**src/rtl/load_store_unit.sv**
```systemverilog
// load_store_unit: RV32I load/store stage over a req/ready bus with lane steering, extension, fault and timeout detection
module load_store_unit #(
  parameter int TIMEOUT_CYCLES = 255
) (
  input  logic        clk,
  input  logic        rst_n,
  input  logic        start,
  input  logic        is_store,
  input  logic [2:0]  funct3,
  input  logic [31:0] addr,
  input  logic [31:0] store_data,
  output logic        busy,
  output logic        done,
  output logic [31:0] load_data,
  output logic        misaligned,
  output logic        bus_err,
  output logic        mem_req,
  output logic        mem_we,
  output logic [31:0] mem_addr,
  output logic [31:0] mem_wdata,
  output logic [3:0]  mem_wstrb,
  input  logic [31:0] mem_rdata,
  input  logic        mem_ready
);
  typedef enum logic [1:0] {IDLE, ACCESS, DONE} state_t;
  state_t state_q, state_d;
  logic is_store_q, is_store_d, misaligned_q, misaligned_d, bus_err_q, bus_err_d, fault;
  logic [2:0] funct3_q, funct3_d;
  logic [31:0] addr_q, addr_d, sd_q, sd_d, load_data_q, load_data_d, rsh, ext;
  logic [15:0] cnt_q, cnt_d;
  always_comb begin
    fault = (is_store ? (funct3[2] | (&funct3[1:0])) : ((&funct3[1:0]) | (funct3 == 3'b110)))
          | ((funct3[1:0] == 2'b01) & addr[0]) | ((funct3[1:0] == 2'b10) & (|addr[1:0]));
    rsh = mem_rdata >> {addr_q[1:0], 3'b000};
    ext = funct3_q[1] ? rsh
        : funct3_q[0] ? {{16{~funct3_q[2] & rsh[15]}}, rsh[15:0]}
        : {{24{~funct3_q[2] & rsh[7]}}, rsh[7:0]};
    state_d = state_q;
    is_store_d = is_store_q;
    funct3_d = funct3_q;
    addr_d = addr_q;
    sd_d = sd_q;
    load_data_d = load_data_q;
    misaligned_d = misaligned_q;
    bus_err_d = bus_err_q;
    cnt_d = cnt_q;
    if (state_q == IDLE && start) begin
      is_store_d = is_store;
      funct3_d = funct3;
      addr_d = addr;
      sd_d = store_data;
      cnt_d = '0;
      misaligned_d = fault;
      load_data_d = fault ? '0 : load_data_q;
      state_d = fault ? DONE : ACCESS;
    end else if (state_q == ACCESS) begin
      if (mem_ready) begin
        state_d = DONE;
        load_data_d = is_store_q ? '0 : ext;
      end else if (cnt_q == 16'(TIMEOUT_CYCLES - 1)) begin
        state_d = DONE;
        bus_err_d = 1'b1;
        load_data_d = '0;
      end else begin
        cnt_d = cnt_q + 16'd1;
      end
    end else if (state_q == DONE) begin
      state_d = IDLE;
      misaligned_d = 1'b0;
      bus_err_d = 1'b0;
    end
  end
  always_ff @(posedge clk or negedge rst_n) begin
    if (!rst_n) begin
      state_q <= IDLE;
      is_store_q <= 1'b0;
      funct3_q <= '0;
      addr_q <= '0;
      sd_q <= '0;
      load_data_q <= '0;
      misaligned_q <= 1'b0;
      bus_err_q <= 1'b0;
      cnt_q <= '0;
    end else begin
      state_q <= state_d;
      is_store_q <= is_store_d;
      funct3_q <= funct3_d;
      addr_q <= addr_d;
      sd_q <= sd_d;
      load_data_q <= load_data_d;
      misaligned_q <= misaligned_d;
      bus_err_q <= bus_err_d;
      cnt_q <= cnt_d;
    end
  end
  assign busy = ((state_q == IDLE) & start) | (state_q == ACCESS);
  assign done = state_q == DONE;
  assign load_data = load_data_q;
  assign misaligned = misaligned_q;
  assign bus_err = bus_err_q;
  assign mem_req = state_q == ACCESS;
  assign mem_we = mem_req & is_store_q;
  assign mem_addr = {addr_q[31:2], 2'b00};
  assign mem_wdata = funct3_q[1] ? sd_q : funct3_q[0] ? {2{sd_q[15:0]}} : {4{sd_q[7:0]}};
  assign mem_wstrb = mem_we ? (funct3_q[1] ? 4'hf : (funct3_q[0] ? 4'b0011 : 4'b0001) << addr_q[1:0]) : 4'h0;
endmodule

```
**config.mk**
```make
export PLATFORM = sky130hd
export DESIGN_NAME = load_store_unit
export DESIGN_NICKNAME = d
export VERILOG_FILES = /design/src/rtl/load_store_unit.sv
export SDC_FILE = /design/constraint.sdc
export NUM_CORES = 1
export LEC_CHECK = 0
export CAP_MARGIN = 20
export CORE_MARGIN = 2
export CORE_UTILIZATION = 50
export CTS_CLUSTER_DIAMETER = 100
export CTS_CLUSTER_SIZE = 20
export DETAILED_ROUTE_END_ITERATION = 10
export PLACE_DENSITY_LB_ADDON = 0.05
export SLEW_MARGIN = 30
export SYNTH_ARGS = -nofsm -noshare
export SYNTH_HDL_FRONTEND = slang
export SYNTH_SLANG_ARGS = --single-unit
```
**constraint.sdc**
```tcl
create_clock -name clk -period 2.76 [get_ports clk]
set_input_delay 0.552 -clock clk [delete_from_list [all_inputs] [get_ports clk]]
set_output_delay 0.552 -clock clk [all_outputs]
set_load 0.03 [all_outputs]
```
==> results of run 1 <==
## routing by layer
metal  part of all wire [%]  up-vias
met1                     42     2645
met5                      0        -
met3                    6.6       34
li1                       -     2548
met2                     49      234
met4                    2.1        0
## timing repair
| item | 4_1_cts | 5_1_grt |
|---|---|---|
| cloned | 0 | 0 |
| gates resized for setup | 1 | 5 |
| endpoints found under the hold margin | 0 | 0 |
| endpoints found under the setup margin | 8 | 5 |
| setup buffers | 0 | 0 |
## final cells by class
cell class	count	share of cell area, %
flip-flops and latches	120	34.21
multi-input cells	456	30.52
clock buffers	24	5.830
clock inverters	7	1.297
inverters	8	0.3421
repair buffers	225	25.41
well taps	168	2.395
## where the power goes
part / switching (W) / internal [W]
Sequential: 0.000484 / 0.00248
Clock: 0.000755 / 0.00156
Combinational: 0.00346 / 0.00241
## cell usage in the layout, fill, tap and decap left out, types with 6 or more instances in the layout
cell type | synthesis | layout
sky130_fd_sc_hd__buf_4 | 41 | 21
sky130_fd_sc_hd__clkdlybuf4s50_1 | 0 | 197
sky130_fd_sc_hd__o2bb2ai_1 | 7 | 7
sky130_fd_sc_hd__mux2_2 | 8 | 8
sky130_fd_sc_hd__or4_1 | 7 | 7
sky130_fd_sc_hd__mux2_1 | 16 | 16
sky130_fd_sc_hd__inv_1 | 8 | 8
sky130_fd_sc_hd__a221o_1 | 16 | 16
sky130_fd_sc_hd__a21oi_1 | 32 | 32
sky130_fd_sc_hd__nor2_1 | 19 | 19
sky130_fd_sc_hd__o21ai_0 | 19 | 19
sky130_fd_sc_hd__o31ai_1 | 8 | 8
sky130_fd_sc_hd__mux2i_1 | 23 | 23
sky130_fd_sc_hd__nand2b_1 | 6 | 6
sky130_fd_sc_hd__a22o_1 | 7 | 7
sky130_fd_sc_hd__clkbuf_8 | 0 | 6
sky130_fd_sc_hd__ha_1 | 6 | 6
sky130_fd_sc_hd__clkbuf_16 | 0 | 17
sky130_fd_sc_hd__nand2_1 | 223 | 222
sky130_fd_sc_hd__dfrtp_1 | 120 | 120
## critical path, stage by stage (launching register included)
cell and delay (ns):
sky130_fd_sc_hd__dfrtp_1 0.42, sky130_fd_sc_hd__nor2_4 0.29, sky130_fd_sc_hd__mux2_1 0.38, sky130_fd_sc_hd__clkdlybuf4s50_1 0.60
## flip-flops by register name, indices dropped and copies added (netlist names), 2 cells and up
name,flops
funct3_q,3
state_q,2
addr_q,32
sd_q,32
cnt_q,16
load_data,32
## cells by family after synthesis
logic type	share of synthesized area, %
and+or+nand+nor	20.09
muxes	8.465
xor gates and xnor gates	0.1418
buffers and inverters	8.242
other	0.06070
AOI/OAI and AO/OA	13.18
DFF	48.60
adders and majority gates	1.215
## worst paths after layout
check | start | to | slack (ns) | cells past startpoint
max in group asynchronous | rst_n | addr_q[25] | 1.80 | 2
max | funct3_q[1] | mem_wdata[13] | 0.11 | 3
max reg2reg | state_q[1] | load_data[27] | 0.49 | 8
min reg2reg | addr_q[26] | addr_q[26] | 0.47 | 2
min | rst_n | load_data[8] | 0.12 | 1
min in group clk | addr_q[26] | addr_q[26] | 0.47 | 2
## stage by stage
stage	hold WS, ns	total power [W]	worst slack (ns)	cells	utilization (%)
6_report	0.1213	0.01114	0.1094	1008	72.78
3_5_place_dp	0.4585	0.008832	0.1317	976	67.38
3_3_place_gp	0.4528	0.008728	0.2035	976	67.38
5_1_grt	0.1474	0.01174	0.03647	1008	72.78
2_1_floorplan	0.2564	0.006854	0.5188	662	-
4_1_cts	0.1237	0.01119	0.05789	1007	72.60
==> flow_metrics.tcl, run 1 <==
set metrics [dict create \
    run_status "finished clean" \
    cts-root-to-sink-buffers 2 \
    total_die_area_um2 13260 \
    asyncSetResetFlopFracSynth_pct 100.0 \
    boundaryPins 210 \
    floorplan.die.height_um 115.2 \
    synth.distinct_cells 60 \
    worst-path-max-fanout 9 \
    ir_drop_v 0.0008164 \
    die_x_um 115.2 \
    hold_viol_final 0 \
    global_route.usage.met2_pct 44.08 \
    clock_skew_ns 0.009011 \
    fill_cells 921 \
    place.gp.congestion 0.8263 \
    max_slew_margin_pct 55.49 \
    timing.critical_path.to_type "output pin" \
    final_layout_size_suffix_gt1_share_pct 9.167 \
    detailedRoute.firstPassIterationCount 5 \
    synth_enable_flop_cells 0 \
    htreeDepth 4 \
    synth_cells 661 \
    finalMaxSlewViolations 0 \
    post_cts_hold_buffer_count 0 \
    synth_top_cells_by_area "sky130_fd_sc_hd__dfrtp_1, sky130_fd_sc_hd__nand2_1, sky130_fd_sc_hd__buf_4" \
    wl_per_cell_um 17.16 \
    final_design_area_no_fill_um2 8778 \
    postRouteWirelength_mm 17.30 \
    ys_dominant_reg_cell "sky130_fd_sc_hd__dfrtp_1" \
    vias_per_cell 5.418 \
    final_period_minus_worst_setup_slack_ns 2.651 \
    yosys_register_bits 120 \
    synth_seq_area_share_pct 48.60 \
    multiInputGateArea_um2 2679 \
    coreArea_um2 12060 \
    totalNegativeSetupSlack_ns 0 \
    worstHoldPathType "in -> async" \
    final_nets 938 \
    power_density_nw_per_um2 1269 \
    vias 5461 \
    synthesis.yosys.warnings 0 \
    dpl-instance-area_um2 8127 \
    worstSkewPairLatency_ns 0.41 \
    placement_rows 40 \
    antenna_violations_before_repair 0 \
    regArea_um2 3003 \
    syn_area_um2 6178 \
    power_leakage_nw 4.099 \
    detailedPlacementHpwl_mm 12.06 \
    portBuffers 207 \
    n_antenna_cell 0 \
    synth.most_common_cell "sky130_fd_sc_hd__nand2_1" \
    detail_route.iter0.violations 500 \
    cp_data_arrival_time_ns 2.10 \
    grt_pass1_wl_mm 27.36 \
    worst_setup_path_category "reg -> out" \
    grt_overflow 0 \
    rsz0062_at_grt "no" \
    groute.layer.met3.usage_pct 6.062 \
    yosys.area.top_type_share_pct 48.60 \
    syn_avg_cell_area_um2 9.347 \
    number_of_setup_violations_in_the_final_report 0 \
    cts_num_sinks 120 \
    tritoncts.num_buffers 17 \
    initial_core_utilization_pct 51.22 \
    largest_net_degree_at_the_start_of_global_routing 85 \
    antenna_violating_nets_left 0 \
    worstSetupStartpointType "flop" \
    commonest_cells_post_synth "sky130_fd_sc_hd__nand2_1, sky130_fd_sc_hd__dfrtp_1, sky130_fd_sc_hd__buf_4" \
    tritoncts "built" \
    cts.root.buffer_cell "sky130_fd_sc_hd__clkbuf_16" \
    synthDominantAreaCellType "sky130_fd_sc_hd__dfrtp_1" \
    finalCritPeriodShare_pct 96.04 \
    met1_usage_pct 34.37 \
    required_ns 2.21 \
    post-route-drc-count 0 \
    top_achievable_clock_speed_ghz 0.3773 \
    max_cap_viol_count 0 \
    layout-area-overhead-vs-synth_pct 42.08 \
    clkTransAtPathRegs_ns 0.05 \
    combined_global_route_utilization_of_all_metal_layers_pct 26.57 \
    worst_slew_pin_slew_ns 0.6652 \
    vias_in_the_first_global_route 5368 \
    busiest_layer_in_global_routing "met2" \
]
(Power assumes the default switching activity.)
==> run 2, diff against run 1 <==
Settings changed: TNS_END_PERCENT from default to 5.
==> results of run 2 <==
The final DEF is identical to that of run 1; final timing and power are the same.
==> run 3, diff against run 2 <==
Settings changed: CTS_BUF_LIST from default to sky130_fd_sc_hd__clkbuf_16, CTS_CLUSTER_DIAMETER 100 to 60, SLEW_MARGIN 30 to 20.
==> run 3 against run 2 <==
  * Clock power down 8%
  * Non-clock buffer count fell by 1
  * Sequential share of layout area up 0.27 points
  * Setup slack got worse by 0.014 ns
  * Wire length down 0.42%
  * Via count down 0.11%
  * Count of clock-buffer cells in the layout decreased by 7
  * Global-route usage shrank 0.056 points
  * Total power shrank 1.7%
  * Critical path depth unchanged
  * Combinational power about the same
  * Flip-flop and latch count stayed put
==> flow_metrics.tcl, run 3 (same netlist as run 1, synthesis figures left out) <==
set metrics [dict create \
    run_status "finished clean" \
    n_antenna_cell 0 \
    hold_viol_final 0 \
    grt_overflow 0 \
    final_layout_size_suffix_gt1_share_pct 8.343 \
    grt_pass1_wl_mm 27.24 \
    power_leakage_nw 4.064 \
    post-route-drc-count 0 \
    clock_skew_ns 0.007095 \
    totalNegativeSetupSlack_ns 0 \
    ir_drop_v 0.0008167 \
    postRouteWirelength_mm 17.23 \
    r2r_start "state_q[1]" \
    initial_core_utilization_pct 51.22 \
    tritoncts.num_buffers 17 \
    finalCritPeriodShare_pct 96.55 \
    timing.rr.end "load_data[19]" \
    power_density_nw_per_um2 1257 \
    coreArea_um2 12060 \
    layout.cells.most_common_list "sky130_fd_sc_hd__nand2_1, sky130_fd_sc_hd__clkdlybuf4s50_1, sky130_fd_sc_hd__dfrtp_1" \
    r2r_setup_slack_ns 0.36 \
    cts.root.buffer_cell "sky130_fd_sc_hd__clkbuf_16" \
    max_cap_viol_count 0 \
    floorplan.die.height_um 115.2 \
    worst_slew_pin_slew_ns 0.9950 \
    post_cts_resized 1 \
    portBuffers 207 \
    detailedPlacementHpwl_mm 12.06 \
    final_critical_path_setup_slack_ns 0.09527 \
    max_slew_margin_pct 33.67 \
    top_achievable_clock_speed_ghz 0.3753 \
    tritoncts "built" \
    layout.cells.most_common "sky130_fd_sc_hd__nand2_1" \
    cts_num_sinks 120 \
    netSwitchingPower_w 0.004683 \
    fill_cells 940 \
    sw_frac_of_total_pct 42.75 \
    timing.critical_path.from "funct3_q[1]" \
    regArea_um2 3003 \
    final_period_minus_worst_setup_slack_ns 2.665 \
    worstSkewPairLatency_ns 0.41 \
    die_x_um 115.2 \
    antenna_violating_nets_left 0 \
    antenna_violations_before_repair 0 \
    pwr-share-seq_pct 27.0 \
    detailedRoute.firstPassIterationCount 5 \
    rsz0062_at_grt "no" \
    timing.reg2reg.worst_path_depth 7 \
    power.clock.fraction_pct 19.5 \
    worst-path-max-fanout 9 \
    cts-root-to-sink-buffers 2 \
    total_die_area_um2 13260 \
    timing.critical_path.to_type "output pin" \
    boundaryPins 210 \
    number_of_setup_violations_in_the_final_report 0 \
    timing.hold.ws_ns 0.1236 \
    detailedPlace.worstSlack_ns 0.1317 \
    largest_net_degree_at_the_start_of_global_routing 85 \
    power_report.internal_total_w 0.006270 \
    placement_rows 40 \
    wl_per_cell_um 17.11 \
    post_cts_hold_buffer_count 0 \
    final_nets 937 \
    worstSetupStartpointType "flop" \
    worstHoldPathType "in -> async" \
    worst_setup_path_category "reg -> out" \
    finalMaxSlewViolations 0 \
    place.gp.congestion 0.8263 \
    required_ns 2.21 \
    cp_data_arrival_time_ns 2.11 \
    crit_path_end "mem_wdata[13]" \
    combined_global_route_utilization_of_all_metal_layers_pct 26.51 \
    multiInputGateArea_um2 2679 \
    vias_in_the_first_global_route 5351 \
    detail_route.iter0.violations 563 \
    htreeDepth 4 \
    vias_per_cell 5.417 \
    layout-area-overhead-vs-synth_pct 40.99 \
    cts_setup_buffers 0 \
    vias 5455 \
    combPwrFrac_pct 53.5 \
    clkTransAtPathRegs_ns 0.05 \
]
run 3: cell types whose count changed in the layout (fill, tap and decap cells not counted), sizes merged:
cell    previous run  this run
clkbuf            24        17
clkinv             4        10
buf               24        23
inv                8         9
run 3: worst min path at each step:
stage and end:
2_1_floorplan addr_q[0], 3_3_place_gp sd_q[18], 3_5_place_dp sd_q[16], 4_1_cts load_data[8], 5_1_grt load_data[8], 6_report load_data[8]
run 3: routing by layer:
layer	share of wire, %	up-vias	routed length [µm]	global-route usage [%]
met5	0	-	0	0
met1	43	2650	7367	34.24
met2	49	222	8375	43.61
li1	-	2551	-	-
met4	2.0	0	347	9.960
met3	6.6	32	1138	6.273
run 3: power groups by stage:
stage          combinational, W  sequential [W]  clock [W]
2_1_floorplan           0.00359         0.00327          0
4_1_cts                 0.00589         0.00296    0.00216
3_5_place_dp            0.00586         0.00297          0
3_3_place_gp            0.00579         0.00294          0
5_1_grt                 0.00627         0.00305    0.00224
6_report                0.00586         0.00296    0.00213
run 3: worst max-delay path, stage by stage, from the launching register on:
cell,delay (ns)
sky130_fd_sc_hd__dfrtp_1,0.42
sky130_fd_sc_hd__nor2_4,0.30
sky130_fd_sc_hd__mux2_1,0.38
sky130_fd_sc_hd__clkdlybuf4s50_1,0.60
run 3: layout make-up:
class	count	share of cell area (%)
timing repair buffer	224	25.52
inverter	8	0.3447
multi-input combinational	456	30.75
clock inverter	14	1.609
sequential	120	34.47
tap	168	2.413
clock buffer	17	4.884
run 3: stage by stage:
stage / cell area, µm² / total power (W) / utilization, % / cells
after detailed placement: 8127 / 0.008832 / 67.38 / 976
after global placement: 8127 / 0.008728 / 67.38 / 976
after floorplan: 6182 / 0.006854 / - / 662
after global routing: 8711 / 0.01156 / 72.22 / 1007
final: 8711 / 0.01095 / 72.22 / 1007
after CTS: 8697 / 0.01101 / 72.11 / 1007
